File: src/rtl/logic_unit_pipe.sv
// logic_unit_pipe: two-stage pipelined bitwise logic unit.
// Stage 1 registers the operands and opcode, stage 2 registers the
// selected result together with its zero/parity/all-ones flags.
// Valid/ready handshakes on both sides; op_count tallies consumed results.
module logic_unit_pipe #(
    parameter int WIDTH = 32,
    parameter int CNT_W = 16
) (
    input  logic             clk,
    input  logic             rst_n,
    input  logic             flush,
    input  logic             in_valid,
    output logic             in_ready,
    input  logic [WIDTH-1:0] a,
    input  logic [WIDTH-1:0] b,
    input  logic [2:0]       op,
    output logic             out_valid,
    input  logic             out_ready,
    output logic [WIDTH-1:0] result,
    output logic             zero,
    output logic             parity,
    output logic             all_ones,
    output logic [CNT_W-1:0] op_count
);

    localparam logic [2:0] OP_AND  = 3'b000;
    localparam logic [2:0] OP_OR   = 3'b001;
    localparam logic [2:0] OP_XOR  = 3'b010;
    localparam logic [2:0] OP_NAND = 3'b011;
    localparam logic [2:0] OP_NOR  = 3'b100;
    localparam logic [2:0] OP_XNOR = 3'b101;
    localparam logic [2:0] OP_NOTA = 3'b110;
    localparam logic [2:0] OP_NOTB = 3'b111;

    logic [WIDTH-1:0] s1_a;
    logic [WIDTH-1:0] s1_b;
    logic [2:0]       s1_op;
    logic             v1;
    logic             v2;
    logic [WIDTH-1:0] s2_result;
    logic             s2_zero;
    logic             s2_parity;
    logic             s2_all_ones;
    logic [CNT_W-1:0] count;
    logic [WIDTH-1:0] comb_result;
    logic             s2_take;
    logic             advance;
    logic             accept;
    logic             consume;

    // Stage 2 can take a new value when it is empty or being drained this cycle.
    assign s2_take   = !v2 || out_ready;
    assign advance   = v1 && s2_take;
    assign in_ready  = rst_n && !flush && (!v1 || s2_take);
    assign accept    = in_valid && in_ready;
    assign consume   = v2 && out_ready;

    assign out_valid = v2;
    assign result    = s2_result;
    assign zero      = s2_zero;
    assign parity    = s2_parity;
    assign all_ones  = s2_all_ones;
    assign op_count  = count;

    // Decode the stage-1 opcode into the bitwise result feeding stage 2.
    always_comb begin
        comb_result = '0;
        case (s1_op)
            OP_AND:  comb_result = s1_a & s1_b;
            OP_OR:   comb_result = s1_a | s1_b;
            OP_XOR:  comb_result = s1_a ^ s1_b;
            OP_NAND: comb_result = ~(s1_a & s1_b);
            OP_NOR:  comb_result = ~(s1_a | s1_b);
            OP_XNOR: comb_result = ~(s1_a ^ s1_b);
            OP_NOTA: comb_result = ~s1_a;
            OP_NOTB: comb_result = ~s1_b;
            default: comb_result = '0;
        endcase
    end

    // Valid bits: flush kills both stages, otherwise normal advance/drain.
    always_ff @(posedge clk or negedge rst_n) begin
        if (!rst_n) begin
            v1 <= 1'b0;
            v2 <= 1'b0;
        end else if (flush) begin
            v1 <= 1'b0;
            v2 <= 1'b0;
        end else begin
            if (advance) begin
                v2 <= 1'b1;
            end else if (out_ready) begin
                v2 <= 1'b0;
            end
            if (accept) begin
                v1 <= 1'b1;
            end else if (advance) begin
                v1 <= 1'b0;
            end
        end
    end

    // Stage 1 data capture; in_ready already blocks capture during flush.
    always_ff @(posedge clk or negedge rst_n) begin
        if (!rst_n) begin
            s1_a  <= '0;
            s1_b  <= '0;
            s1_op <= '0;
        end else if (accept) begin
            s1_a  <= a;
            s1_b  <= b;
            s1_op <= op;
        end
    end

    // Stage 2 result and flags load together; data holds across a flush.
    always_ff @(posedge clk or negedge rst_n) begin
        if (!rst_n) begin
            s2_result   <= '0;
            s2_zero     <= 1'b0;
            s2_parity   <= 1'b0;
            s2_all_ones <= 1'b0;
        end else if (advance && !flush) begin
            s2_result   <= comb_result;
            s2_zero     <= ~|comb_result;
            s2_parity   <= ^comb_result;
            s2_all_ones <= &comb_result;
        end
    end

    // Count consumed results; a consume during flush still counts.
    always_ff @(posedge clk or negedge rst_n) begin
        if (!rst_n) begin
            count <= '0;
        end else if (consume) begin
            count <= count + CNT_W'(1);
        end
    end

endmodule

File: config.mk
export PLATFORM = sky130hd
export DESIGN_NAME = logic_unit_pipe
export DESIGN_NICKNAME = d
export VERILOG_FILES = /design/src/rtl/logic_unit_pipe.sv
export SDC_FILE = /design/constraint.sdc
export NUM_CORES = 1
export LEC_CHECK = 0
export ABC_AREA = 1
export ABC_CLOCK_PERIOD_IN_PS = 7800
export BUFFER_PORTS_ARGS = -buffer_cell sky130_fd_sc_hd__clkbuf_2
export CAP_MARGIN = 30
export CORE_MARGIN = 5
export CORE_UTILIZATION = 25
export DETAILED_ROUTE_END_ITERATION = 16
export GPL_ROUTABILITY_DRIVEN = 0
export GPL_TIMING_DRIVEN = 0
export PLACE_DENSITY_LB_ADDON = 0.3
export SYNTH_ARGS = -nofsm -noshare
export SYNTH_HDL_FRONTEND = slang
export SYNTH_SLANG_ARGS = --single-unit
File: constraint.sdc
create_clock -name clk -period 7.8 [get_ports clk]
set_clock_uncertainty 0.15 [all_clocks]
set_input_delay 1.56 -clock clk [delete_from_list [all_inputs] [get_ports clk]]
set_output_delay 1.56 -clock clk [all_outputs]
set_load 0.02 [all_outputs]
# Word-level counts from Yosys, hierarchy flattened
# Index checks and enable logic that the tools add are counted.
# op_classes
n_eq_ne	7
muxes	7
reduce_logical	18
bitwise	8
addsub	1
# ops
cell	count
$pmux W32 S8	1
$not A32 Y32	5
$and A32 B32 Y32	1
$or A32 B32 Y32	1
$reduce_and A32 Y1	1
$reduce_or A32 Y1	1
$reduce_xor A32 Y1	1
$xor A32 B32 Y32	1
$add A16 B1 Y16 const B	1
$eq A3 B3 Y1 const B	4
$eq A3 B2 Y1 const B	2
$logic_and A1 B1 Y1	6
$mux W1	6
$reduce_bool A3 Y1	2
$logic_not A1 Y1	4
$eq A3 B1 Y1 const B	1
$logic_not A3 Y1	1
$logic_or A1 B1 Y1	2
# totals
inputBits	72
ff_bits	120
word_cells	51
output_inout_bits	53

# Longest topological paths before layout
# logic_depth
word_depth	7
ltp_mapped	20
depth_no_buf	19

# Worst setup path after synthesis
# OpenSTA, ideal clock, no wires.
# synth_path
path_type	in2out
startpoint	input out_ready
endpoint	output in_ready
t_arrival_ns	1.950
required_time_ns	6.090
slack_ns	4.140
path_buffers	0
stages	4
path_cell_list	nor2_1 > nand2_1 > nand3_1 > inv_1
# synth_via
elab_chain_len	3
# synth_lines
element	line_no	rtl
start, declared	18	input logic out_ready,
$logic_or A1 B1 Y1	52	assign s2_take = !v2 || out_ready;
$logic_or A1 B1 Y1	54	assign in_ready = rst_n && !flush && (!v1 || s2_take);
$logic_and A1 B1 Y1	54	
end, declared	13	output logic in_ready,
# No other way between the ends.

# Final worst setup path
# layout_path
startpoint	input rst_n
endpoint	output in_ready
# layout_via
elab_chain_len	2
# layout_lines
element	line_no	rtl
start, declared	10	input logic rst_n,
$logic_and A1 B1 Y1 (2 in series)	54	
# No other way between the ends.

==> metrics.txt <==
status finished clean; Setup crit start kind input pin; Setup CP Type in2out; CTS resizes 0; Inserted Diodes 0; Post-CTS Setup Repair Bufs 0; synthesized area 8370 sq um; Net Count, Synth 1359; TritonCTS clock tree yes; DRT antenna net count 0; global-route wire length before repair 44400 um; clock root cell clkbuf_16; Routed wire per std cell 15.8 um; Clock Path Buffers 2; yosys warns 0; Worst-path clk slew 0.06 ns; worst setup path start rst_n; Avg Cell Area, Syn 7.03 sq um; clk sinks 120; CP Max Fanout 48; sequential area share after synthesis 35.9%; WP data arrival 2.37 ns; TritonRoute pass-1 iters 5; min cycle time layout 4.08 ns; WP buf/inv 3; Core Area 33300 sq um; Final WS setup 3.72 ns; Hold WC Path Type reg2reg; fin. max-slew vios 0; max frequency 245 MHz; setup_tns 0 ns; Post-Syn Instances 1190; Leakage 5.43 nW; DP Wirelength 21000 um; CP max stage delay 0.36 ns; largest net degree at the start of global routing 75; vias per cell 4.48; GR Overflow Total 0; CTS H-tree lvls 4; clk_lat worst skew 0.42 ns; Initial Util 25.1%; power per cell area 305 nW/um^2; Max rail drop VDD 0.000155 V; height of the die 193 um; drt total wl 28400 um; Crit. End Element output port; period utilisation layout 52.3%; hold buffers post-CTS 0; worst rel slew slack 44.4%; layout cell share with drive strength beyond 1 14.3%; unrepaired setup endpoints after global routing no; die area 37200 sq um; most frequent cells in the layout nand2_1 (257), nor2_1 (247), inv_1 (166); Yosys top cell by area dfrtp_1; min-delay src all_ones$_DFFE_PN0P_; Synth area leaders dfrtp_1 (36%), ha_1 (15%), nand2_1 (12%), nor2_1 (11%), inv_1 (7.4%); Final Setup Violations 0; CP top delay family buffers and inverters; CP cell instances clkbuf_8 -> nand3_1 -> inv_1 -> clkbuf_2; total CTS buffers 17; nets@finish 1503; Hold Vio Cnt, Final 0; Rows 67; area delta synth->final 22.5%; worst slack at placement 3.69 ns; DRC 0; r2r setup slk 4.53 ns; commonest non-fill, non-tap cell in the layout nand2_1; Buffers on Ports 124; Die X 193 um; Unique masters post-synth 24; via count 8040; 1st-iter DRT viols 537; top-area cell type share of the netlist area 35.9%; worst slew pin tran 0.833 ns; vias in the first global route 8008; synthesized flop and latch total 120; slowest CP cell clkbuf_8; initial antenna violation count 0; max_cap viols 0; GRT Resource Usage Total 15.5%; io pins 125; WP data required 6.09 ns; R2R Path Start s1_op[0]$_DFFE_PN0P_
[cells by family (layout without fill, tap and decap cells)]
family                   Yosys count  count (layout)  synth area share (%)
flip-flops                       120             120                  35.9
adder cells (fa/ha/maj)           97              97                  14.5
AO/OA/AOI/OAI                    132             132                  7.90
buffers and inverters            221             377                  10.4
XOR/XNOR                          21              21                  2.20
AND/OR/NAND/NOR                  599             599                  29.1
[flip-flops by register name, summed over array words and instances, names as in the netlist]
register / flops
result: 32
all_ones: 1
s1_op: 3
s1_b: 32
op_count: 16
v1: 1
zero: 1
s1_a: 32
out_valid: 1
parity: 1
[power by group]
part	switching [mW]	internal, mW	total [mW]	leakage, nW
combinational	0.902	0.472	1.37	3.71
clock	0.311	0.591	0.902	0.314
sequential	0.101	0.752	0.853	1.40
total	1.31	1.82	3.13	5.43
[synthesized netlist by cell type, drive strengths merged]
cell type / count
nand3: 43
nand4: 40
nor2: 249
a21oi: 67
nor3: 5
nand2: 258
nor3b: 2
inv: 170
nor4: 2
xor2: 12
clkinv: 1
ha: 97
xnor2: 9
o21ai: 65
dfrtp: 120
buf: 30
clkbuf: 20
[final timing paths]
check / to / depth (start not counted)
setup / recovery: in_ready / 4
hold reg to reg: all_ones$_DFFE_PN0P_ / 2
hold / removal: all_ones$_DFFE_PN0P_ / 2
setup reg to reg: parity$_DFFE_PN0P_ / 18
min in group asynchronous: result[2]$_DFFE_PN0P_ / 1
max in group asynchronous: s1_b[23]$_DFFE_PN0P_ / 2
[cell type report]
| cell class | instances | area (sq um) |
|---|---|---|
| Inverter | 171 | 642 |
| Clock buffer | 20 | 467 |
| Tap cell | 448 | 561 |
| Timing Repair Buffer | 125 | 657 |
| Multi-Input combinational cell | 849 | 4500 |
| Fill cell | 3704 | 23000 |
| Clock inverter | 11 | 195 |
| Buffer | 50 | 225 |
| Sequential cell | 120 | 3000 |
[metal layers]
metal | up-vias | wire length (um) | track usage, %
li1 | 3999 | - | -
met3 | 45 | 1750 | 3.10
met2 | 248 | 13200 | 25.6
met4 | 0 | 886 | 5.80
met5 | - | 0 | 0
met1 | 3748 | 12600 | 20.2
[worst min-delay path: stages (launching register included)]
cell	delay, ns
dfrtp_1	0.34
nand2_1	0.06
nand2_1	0.05
[metrics by stage]
step                      std cells  hold WS [ns]  instance area (sq um)  total power [mW]  util, %
final                          1794         0.328                  10200              3.13     30.8
after floorplan                1190         0.339                   8370              1.81        -
after CTS                      1794         0.332                  10200              3.16     30.8
after detailed placement       1763         0.315                   9580              2.24     28.8
after global routing           1794         0.352                  10200              3.40     30.8
after global placement         1762         0.311                   9550              2.21     28.7
Power figures use the tool's default switching activity.
